**config.mk**
```make
export PLATFORM = sky130hd
export DESIGN_NAME = mb16_bridge
export DESIGN_NICKNAME = d
export VERILOG_FILES = /design/src/rtl/eforth1_pkg.sv /design/src/rtl/mb16_bridge.sv
export SDC_FILE = /design/constraint.sdc
export NUM_CORES = 1
export LEC_CHECK = 0
export CAP_MARGIN = 20
export CORE_MARGIN = 10
export CORE_UTILIZATION = 49
export CTS_BUF_LIST = sky130_fd_sc_hd__clkbuf_4 sky130_fd_sc_hd__clkbuf_8 sky130_fd_sc_hd__clkbuf_16
export DETAILED_ROUTE_END_ITERATION = 10
export PLACE_DENSITY_LB_ADDON = 0.15
export SYNTH_ARGS = -nofsm -noshare
export SYNTH_HDL_FRONTEND = slang
export SYNTH_SLANG_ARGS = --single-unit
```
**constraint.sdc**
```tcl
create_clock -name clk -period 1.8 [get_ports clk]
set_input_delay 0.27 -clock clk [delete_from_list [all_inputs] [get_ports clk]]
set_output_delay 0.27 -clock clk [all_outputs]
set_load 0.02 [all_outputs]
```
**src/rtl/eforth1_pkg.sv**
```systemverilog
// Shared eForth1 definitions: memory geometry, cell byte order and the
// state encoding of the 16-bit-over-8-bit memory bridge.
package eforth1_pkg;

  localparam int ASZ        = 17;
  localparam int DSZ        = 16;
  localparam int BIG_ENDIAN = 1;

  typedef enum logic [2:0] {
    ST_IDLE,
    ST_W0,
    ST_W1,
    ST_R0,
    ST_R1,
    ST_RL,
    ST_DONE
  } mb16_st_e;

  // Byte that goes to the cell's base address.
  function automatic logic [7:0] first_byte(input logic [DSZ-1:0] v, input logic wide);
    if (!wide) return v[7:0];
    return (BIG_ENDIAN != 0) ? v[15:8] : v[7:0];
  endfunction

  // Byte that goes to base address + 1 of a cell.
  function automatic logic [7:0] second_byte(input logic [DSZ-1:0] v);
    return (BIG_ENDIAN != 0) ? v[7:0] : v[15:8];
  endfunction

  function automatic logic [DSZ-1:0] join_cell(input logic [7:0] at_a, input logic [7:0] at_a1);
    return (BIG_ENDIAN != 0) ? {at_a, at_a1} : {at_a1, at_a};
  endfunction

endpackage

```
**src/rtl/mb16_bridge.sv**
```systemverilog
// Cell/byte request bridge onto a single-port byte memory with a registered
// read port. One FSM sequences one or two byte accesses per request.
module mb16_bridge
  import eforth1_pkg::*;
(
  input  logic           clk,
  input  logic           rst,
  input  logic           req,
  input  logic           we,
  input  logic           wide,
  input  logic [ASZ-1:0] ai,
  input  logic [DSZ-1:0] vi,
  output logic [DSZ-1:0] vo,
  output logic           ack,
  output logic           busy,
  output logic [ASZ-1:0] m_ai,
  output logic [7:0]     m_vi,
  output logic           m_we,
  input  logic [7:0]     m_vo
);

  // Handshake: req/we/wide/ai/vi are sampled only in IDLE; ack pulses for one
  // cycle per accepted request; a req seen while not IDLE is dropped.

  mb16_st_e       state;
  logic           wide_r;
  logic [DSZ-1:0] vi_r;
  logic [ASZ-1:0] a_r;
  logic [7:0]     hi_r;

  // Memory-side outputs are loaded on entry to a state, so the address is on
  // the bus during that state and its read byte arrives during the next one.
  always_ff @(posedge clk) begin
    if (rst) begin
      state  <= ST_IDLE;
      wide_r <= 1'b0;
      vi_r   <= '0;
      a_r    <= '0;
      hi_r   <= '0;
      vo     <= '0;
      ack    <= 1'b0;
      busy   <= 1'b0;
      m_ai   <= '0;
      m_vi   <= '0;
      m_we   <= 1'b0;
    end else begin
      case (state)
        ST_IDLE: begin
          ack <= 1'b0;
          if (req) begin
            wide_r <= wide;
            vi_r   <= vi;
            a_r    <= ai;
            busy   <= 1'b1;
            m_ai   <= ai;
            if (we) begin
              m_we  <= 1'b1;
              m_vi  <= first_byte(vi, wide);
              state <= ST_W0;
            end else begin
              m_we  <= 1'b0;
              state <= ST_R0;
            end
          end
        end
        ST_W0: begin
          if (wide_r) begin
            m_ai  <= a_r + 1'b1;
            m_vi  <= second_byte(vi_r);
            state <= ST_W1;
          end else begin
            m_we  <= 1'b0;
            ack   <= 1'b1;
            busy  <= 1'b0;
            state <= ST_DONE;
          end
        end
        ST_W1: begin
          m_we  <= 1'b0;
          ack   <= 1'b1;
          busy  <= 1'b0;
          state <= ST_DONE;
        end
        ST_R0: begin
          if (wide_r) begin
            m_ai  <= a_r + 1'b1;
            state <= ST_R1;
          end else begin
            state <= ST_RL;
          end
        end
        ST_R1: begin
          hi_r  <= m_vo;
          state <= ST_RL;
        end
        ST_RL: begin
          vo    <= wide_r ? join_cell(hi_r, m_vo) : {8'h00, m_vo};
          ack   <= 1'b1;
          busy  <= 1'b0;
          state <= ST_DONE;
        end
        ST_DONE: begin
          ack   <= 1'b0;
          state <= ST_IDLE;
        end
        default: state <= ST_IDLE;
      endcase
    end
  end

endmodule

```
==> impl_metrics.json, run 1 <==
{
  "drt_wl_total_mm": 9.54,
  "insertion_delay_ns": 0.36,
  "grt_max_degree": 47,
  "dieArea_mm2": 0.0112,
  "wire_per_inst_um": 14.7,
  "syn_avg_cell_area_um2": 8.08,
  "ys_async_sr_fraction_pct": 0,
  "hold_violations": 0,
  "cts_resized": 0,
  "fin_crit_sh_pct": 93.0,
  "numCtsBuffers": 9,
  "synth_ff_type": "dfxtp_1",
  "critical_path_required_ns": 2.03,
  "tightest_slew_ns": 0.561,
  "final_cell_area_mm2": 0.00497,
  "die_h_um": 106,
  "port_buffers": 89,
  "gp_congestion": 0.832,
  "yosys-top-cells-count": "107 x nand2_1, 81 x dfxtp_1, 70 x a21oi_1, 41 x nor2_1, 19 x clkbuf_1",
  "first_iter_violations": 142,
  "arrival_ns": 1.90,
  "synth_edf_count": 0,
  "area_growth_pct": 38.1,
  "synth_top_area_share_pct": 45.0,
  "tritoncts": "yes",
  "gr-total-overflow": 0,
  "setup_viol": 0,
  "ant_nets": 0,
  "whs_ns": 0.346,
  "grt_setup_unrepaired": "false",
  "die_w_um": 106,
  "placed_cell_area_mm2": 0.00470,
  "synth_nets": 493,
  "power_density_mw_per_mm2": 1010,
  "worstHoldPathCells": 3,
  "start_kind": "flop",
  "status": "complete, no violations",
  "drc_errors": 0,
  "slew_viol_final": 0,
  "cts-root-to-sink-buffers": 2,
  "critPathKind": "reg -> reg",
  "seq_area_frac_synth_pct": 45.0,
  "synth_largest_area_cell": "dfxtp_1",
  "end_kind": "flop",
  "path_cells": "or3b_1 > nor2_1 > a211oi_2 > a21oi_1 > nor2_1",
  "via_count": 3351,
  "antenna_found_initial": 0,
  "power_leakage_nw": 1.81,
  "dp_hpwl_mm": 6.79,
  "clock-root-buffer": "clkbuf_8",
  "crit_fanout": 16,
  "ys_top_cells_by_area": "dfxtp_1 45%, nand2_1 11%, a21oi_1 9.7%",
  "worst_slew_margin_rel_pct": 62.6,
  "start_util_pct": 49.9,
  "synth_cell_types": 47,
  "grt_usage_pct": 16.8,
  "synth.cell_area_mm2": 0.00360,
  "cp_slowest_cell": "or3b_1",
  "rr_worst_depth": 5,
  "clkTransAtPathRegs_ns": 0.09,
  "ctsHoldBuffers": 0,
  "cts_setup_buffers": 0,
  "synth_warnings": 0,
  "fmax_mhz": 598,
  "diodes": 0,
  "min_period_ns": 1.67,
  "cap_violations": 0,
  "cp_common_cell": "nor2_1",
  "nets": 591,
  "cts_sinks": 81,
  "core-area_mm2": 0.00721,
  "grt_pass1_vias": 3396,
  "grt_pass1_wl_mm": 15.7,
  "syn_inst": 446,
  "skew_ns": 0.0128,
  "drt-vias-per-instance": 5.17,
  "drive_above_1_share_pct": 11.8,
  "rows": 31,
  "vdd_drop_max_v": 0.000600,
  "yosysMostFrequentCell": "nand2_1",
  "hold_class": "in -> reg",
  "ys_ff_latch": 81,
  "cts_max_level": 3,
  "drt_pre_antenna_iters": 4,
  "max_stage_delay_ns": 0.63,
  "ios": 90
}
==> area by class of cell <==
type                    count  area [µm²]
clock buffers              11         151
clock inverters             5         110
fillers                   625        2240
inverters                   6        22.5
multi-input cells         327        1810
flip-flops and latches     81        1620
well taps                  99         124
repair buffers            119        1140
==> final timing paths <==
kind | slack (ns) | to | startpoint
max | 0.13 | m_vi[5]$_SDFFE_PP0P_ | state[0]$_SDFFE_PP0P_
min | 0.35 | m_ai[11]$_SDFFE_PP0P_ | rst
max reg2reg | 0.13 | m_vi[5]$_SDFFE_PP0P_ | state[0]$_SDFFE_PP0P_
min reg2reg | 0.45 | vo[12]$_SDFFE_PP0N_ | vo[12]$_SDFFE_PP0N_
==> routing by layer <==
layer,track usage (%),share of wire (%),vias up
met5,0,0,-
li1,-,-,1716
met3,6.46,6.6,7
met1,19.0,43,1550
met4,4.84,0.94,0
met2,28.8,49,78
==> through the flow <==
stage | instances | power (mW) | TNS (ns) | utilization [%] | setup slack [ns]
6_report | 648 | 5.05 | 0 | 68.9 | 0.127
5_1_grt | 648 | 5.30 | 0 | 68.9 | 0.00156
4_1_cts | 648 | 5.08 | 0 | 68.8 | 0.0365
3_5_place_dp | 632 | 3.39 | -5.34 | 65.2 | -0.162
3_3_place_gp | 632 | 3.36 | -3.80 | 65.2 | -0.123
2_1_floorplan | 446 | 2.87 | 0 | - | 0.179
==> report_power, final <==
part	leakage, nW	switching [mW]	internal (mW)
combinational	1.02	0.673	0.579
sequential	0.661	0.132	1.96
clock	0.132	0.691	1.01
total	1.81	1.50	3.55
==> logic make-up (layout without fill, tap and decap cells) <==
family,after synthesis,count (layout),synth area share (%)
compound gates,113,113,19.9
mux,9,9,2.50
flops,81,81,45.0
simple gates,189,189,23.5
xor+xnor,15,15,3.65
fa+ha+maj,1,1,0.347
buf+inv,38,141,5.11
==> layout by cell type (no fill, tap or decap), drive strengths merged, types with 4 or more instances in the layout <==
master / synthesis / layout
clkbuf: 19 / 11
inv: 6 / 7
buf: 13 / 31
a211o: 4 / 4
a21oi: 73 / 73
nand3: 17 / 17
a211oi: 15 / 15
o21ai: 4 / 4
o22ai: 4 / 4
xnor2: 10 / 10
nand4: 5 / 5
clkdlybuf4s50: 0 / 88
dfxtp: 81 / 81
xor2: 5 / 5
nor2: 41 / 41
nor3: 5 / 5
mux2i: 9 / 9
nand2: 107 / 107
==> critical path, delay by kind of cell (launching register included) <==
family,cells,cell delay [ns]
simple gates,3,0.89
flops,1,0.44
compound gates,2,0.21
==> registers in the layout (all words and copies together), names as in the netlist <==
| name | flops |
|---|---|
| hi_r | 8 |
| vo | 16 |
| m_vi | 8 |
| m_we | 1 |
| state | 3 |
| vi_r | 8 |
| busy | 1 |
| a_r | 17 |
| wide_r | 1 |
| ack | 1 |
| m_ai | 17 |
Power figures use the tool's default switching activity.
==> run 2, diff against run 1 <==
CORE_MARGIN = 8   (was 10)
==> run 2 against run 1 <==
Sequential cell count unchanged. Combinational power decreased by 3%. Non-clock buffer count decreased by 7. Largest cell class unchanged. Total power decreased by 12%.
==> impl_metrics.json, run 2 (same netlist as run 1, synthesis figures left out) <==
{
  "status": "complete, no violations",
  "final_common_cell": "nand2_1",
  "setup_viol": 0,
  "insertion_delay_ns": 0.34,
  "power_leakage_nw": 1.73,
  "fmax_mhz": 572,
  "grt_setup_unrepaired": "true",
  "via_count": 3348,
  "cts_max_level": 3,
  "core-area_mm2": 0.00718,
  "multi_input_area_mm2": 0.00180,
  "vdd_drop_max_v": 0.000649,
  "dieArea_mm2": 0.0104,
  "arrival_ns": 1.97,
  "end_kind": "flop",
  "antenna_found_initial": 0,
  "tritoncts": "yes",
  "r2r_slack_ns": 0.05,
  "cts_setup_buffers": 0,
  "slew_viol_final": 0,
  "wire_per_inst_um": 14.6,
  "drt_pre_antenna_iters": 4,
  "dp_hpwl_mm": 6.69,
  "drt-vias-per-instance": 5.24,
  "cts-root-to-sink-buffers": 2,
  "rows": 31,
  "start_kind": "flop",
  "grt_pass1_vias": 3373,
  "start_util_pct": 50.2,
  "clock-root-buffer": "clkbuf_8",
  "first_iter_violations": 97,
  "gp_congestion": 0.843,
  "die_h_um": 102,
  "critPathKind": "reg -> reg",
  "cap_violations": 0,
  "fill_cells": 634,
  "cts_resized": 0,
  "hold_violations": 0,
  "nets": 584,
  "tightest_slew_ns": 0.818,
  "gr-total-overflow": 0,
  "dp_slack_ns": -0.267,
  "clkTransAtPathRegs_ns": 0.08,
  "reg_top3": "a_r x17, m_ai x17, vo x16",
  "port_buffers": 89,
  "ant_nets": 0,
  "crit_fanout": 16,
  "worst_slew_margin_rel_pct": 45.5,
  "critical_path_required_ns": 2.03,
  "fin_crit_sh_pct": 97.1,
  "power_density_mw_per_mm2": 919,
  "fin_ws_ns": 0.0522,
  "numCtsBuffers": 9,
  "grt_usage_pct": 18.4,
  "min_period_ns": 1.75,
  "drc_errors": 0,
  "cts_sinks": 81,
  "ctsHoldBuffers": 0,
  "diodes": 0,
  "grt_max_degree": 57,
  "area_growth_pct": 33.4,
  "final_cell_mix": "107 x nand2_1, 88 x clkdlybuf4s50_1, 79 x dfxtp_1",
  "finalPower_mw": 4.42,
  "drive_above_1_share_pct": 10.4,
  "seq_area_mm2": 0.00162,
  "ios": 90,
  "hold_class": "in -> reg",
  "drt_wl_total_mm": 9.36,
  "tns_ns": 0,
  "grt_pass1_wl_mm": 15.3,
  "die_w_um": 102,
  "skew_ns": 0.00622
}
==> run 2: final cells by class <==
cell class | instances | area share, %
clock buffers | 10 | 2.73
multi-input cells | 327 | 37.4
flip-flops and latches | 81 | 33.8
repair buffers | 112 | 22.5
inverters | 6 | 0.469
clock inverters | 4 | 0.469
well taps | 99 | 2.58
==> run 2: power breakdown <==
group	leakage (nW)	switching, mW	internal [mW]
sequential	0.661	0.138	1.96
combinational	0.990	0.660	0.553
clock	0.0812	0.609	0.494
==> run 2: worst paths after layout <==
| check | from | end | depth (start not counted) |
|---|---|---|---|
| worst max-delay path | state[0]$_SDFFE_PP0P_ | m_vi[0]$_SDFFE_PP0P_ | 5 |
| worst min register to register | vo[6]$_SDFFE_PP0N_ | vo[6]$_SDFFE_PP0N_ | 2 |
| worst min-delay path | rst | m_ai[11]$_SDFFE_PP0P_ | 3 |
| worst max register to register | state[0]$_SDFFE_PP0P_ | m_vi[0]$_SDFFE_PP0P_ | 5 |
==> run 2: stage by stage <==
step,std cells,hold slack [ns],cell area [µm²],utilization [%]
floorplan,446,0.406,3600,-
global placement,625,0.439,4650,64.8
detailed placement,625,0.446,4650,64.8
CTS,639,0.346,4800,66.9
global route,639,0.361,4810,67.0
finish,639,0.377,4810,67.0
==> run 2: per-layer routing <==
layer,vias up,part of all wire [%],GRT usage (%)
met4,0,1.7,6.99
met3,13,5.7,5.64
met2,79,50,31.9
li1,1697,-,-
met5,-,0,0
met1,1559,43,20.6
==> run 2: worst max-delay path, cell delays in order (launching register included) <==
cell	delay, ns
dfxtp_1	0.40
nor2b_1	0.19
a32oi_2	0.70
a211oi_1	0.12
a21oi_1	0.16
nor2_1	0.06
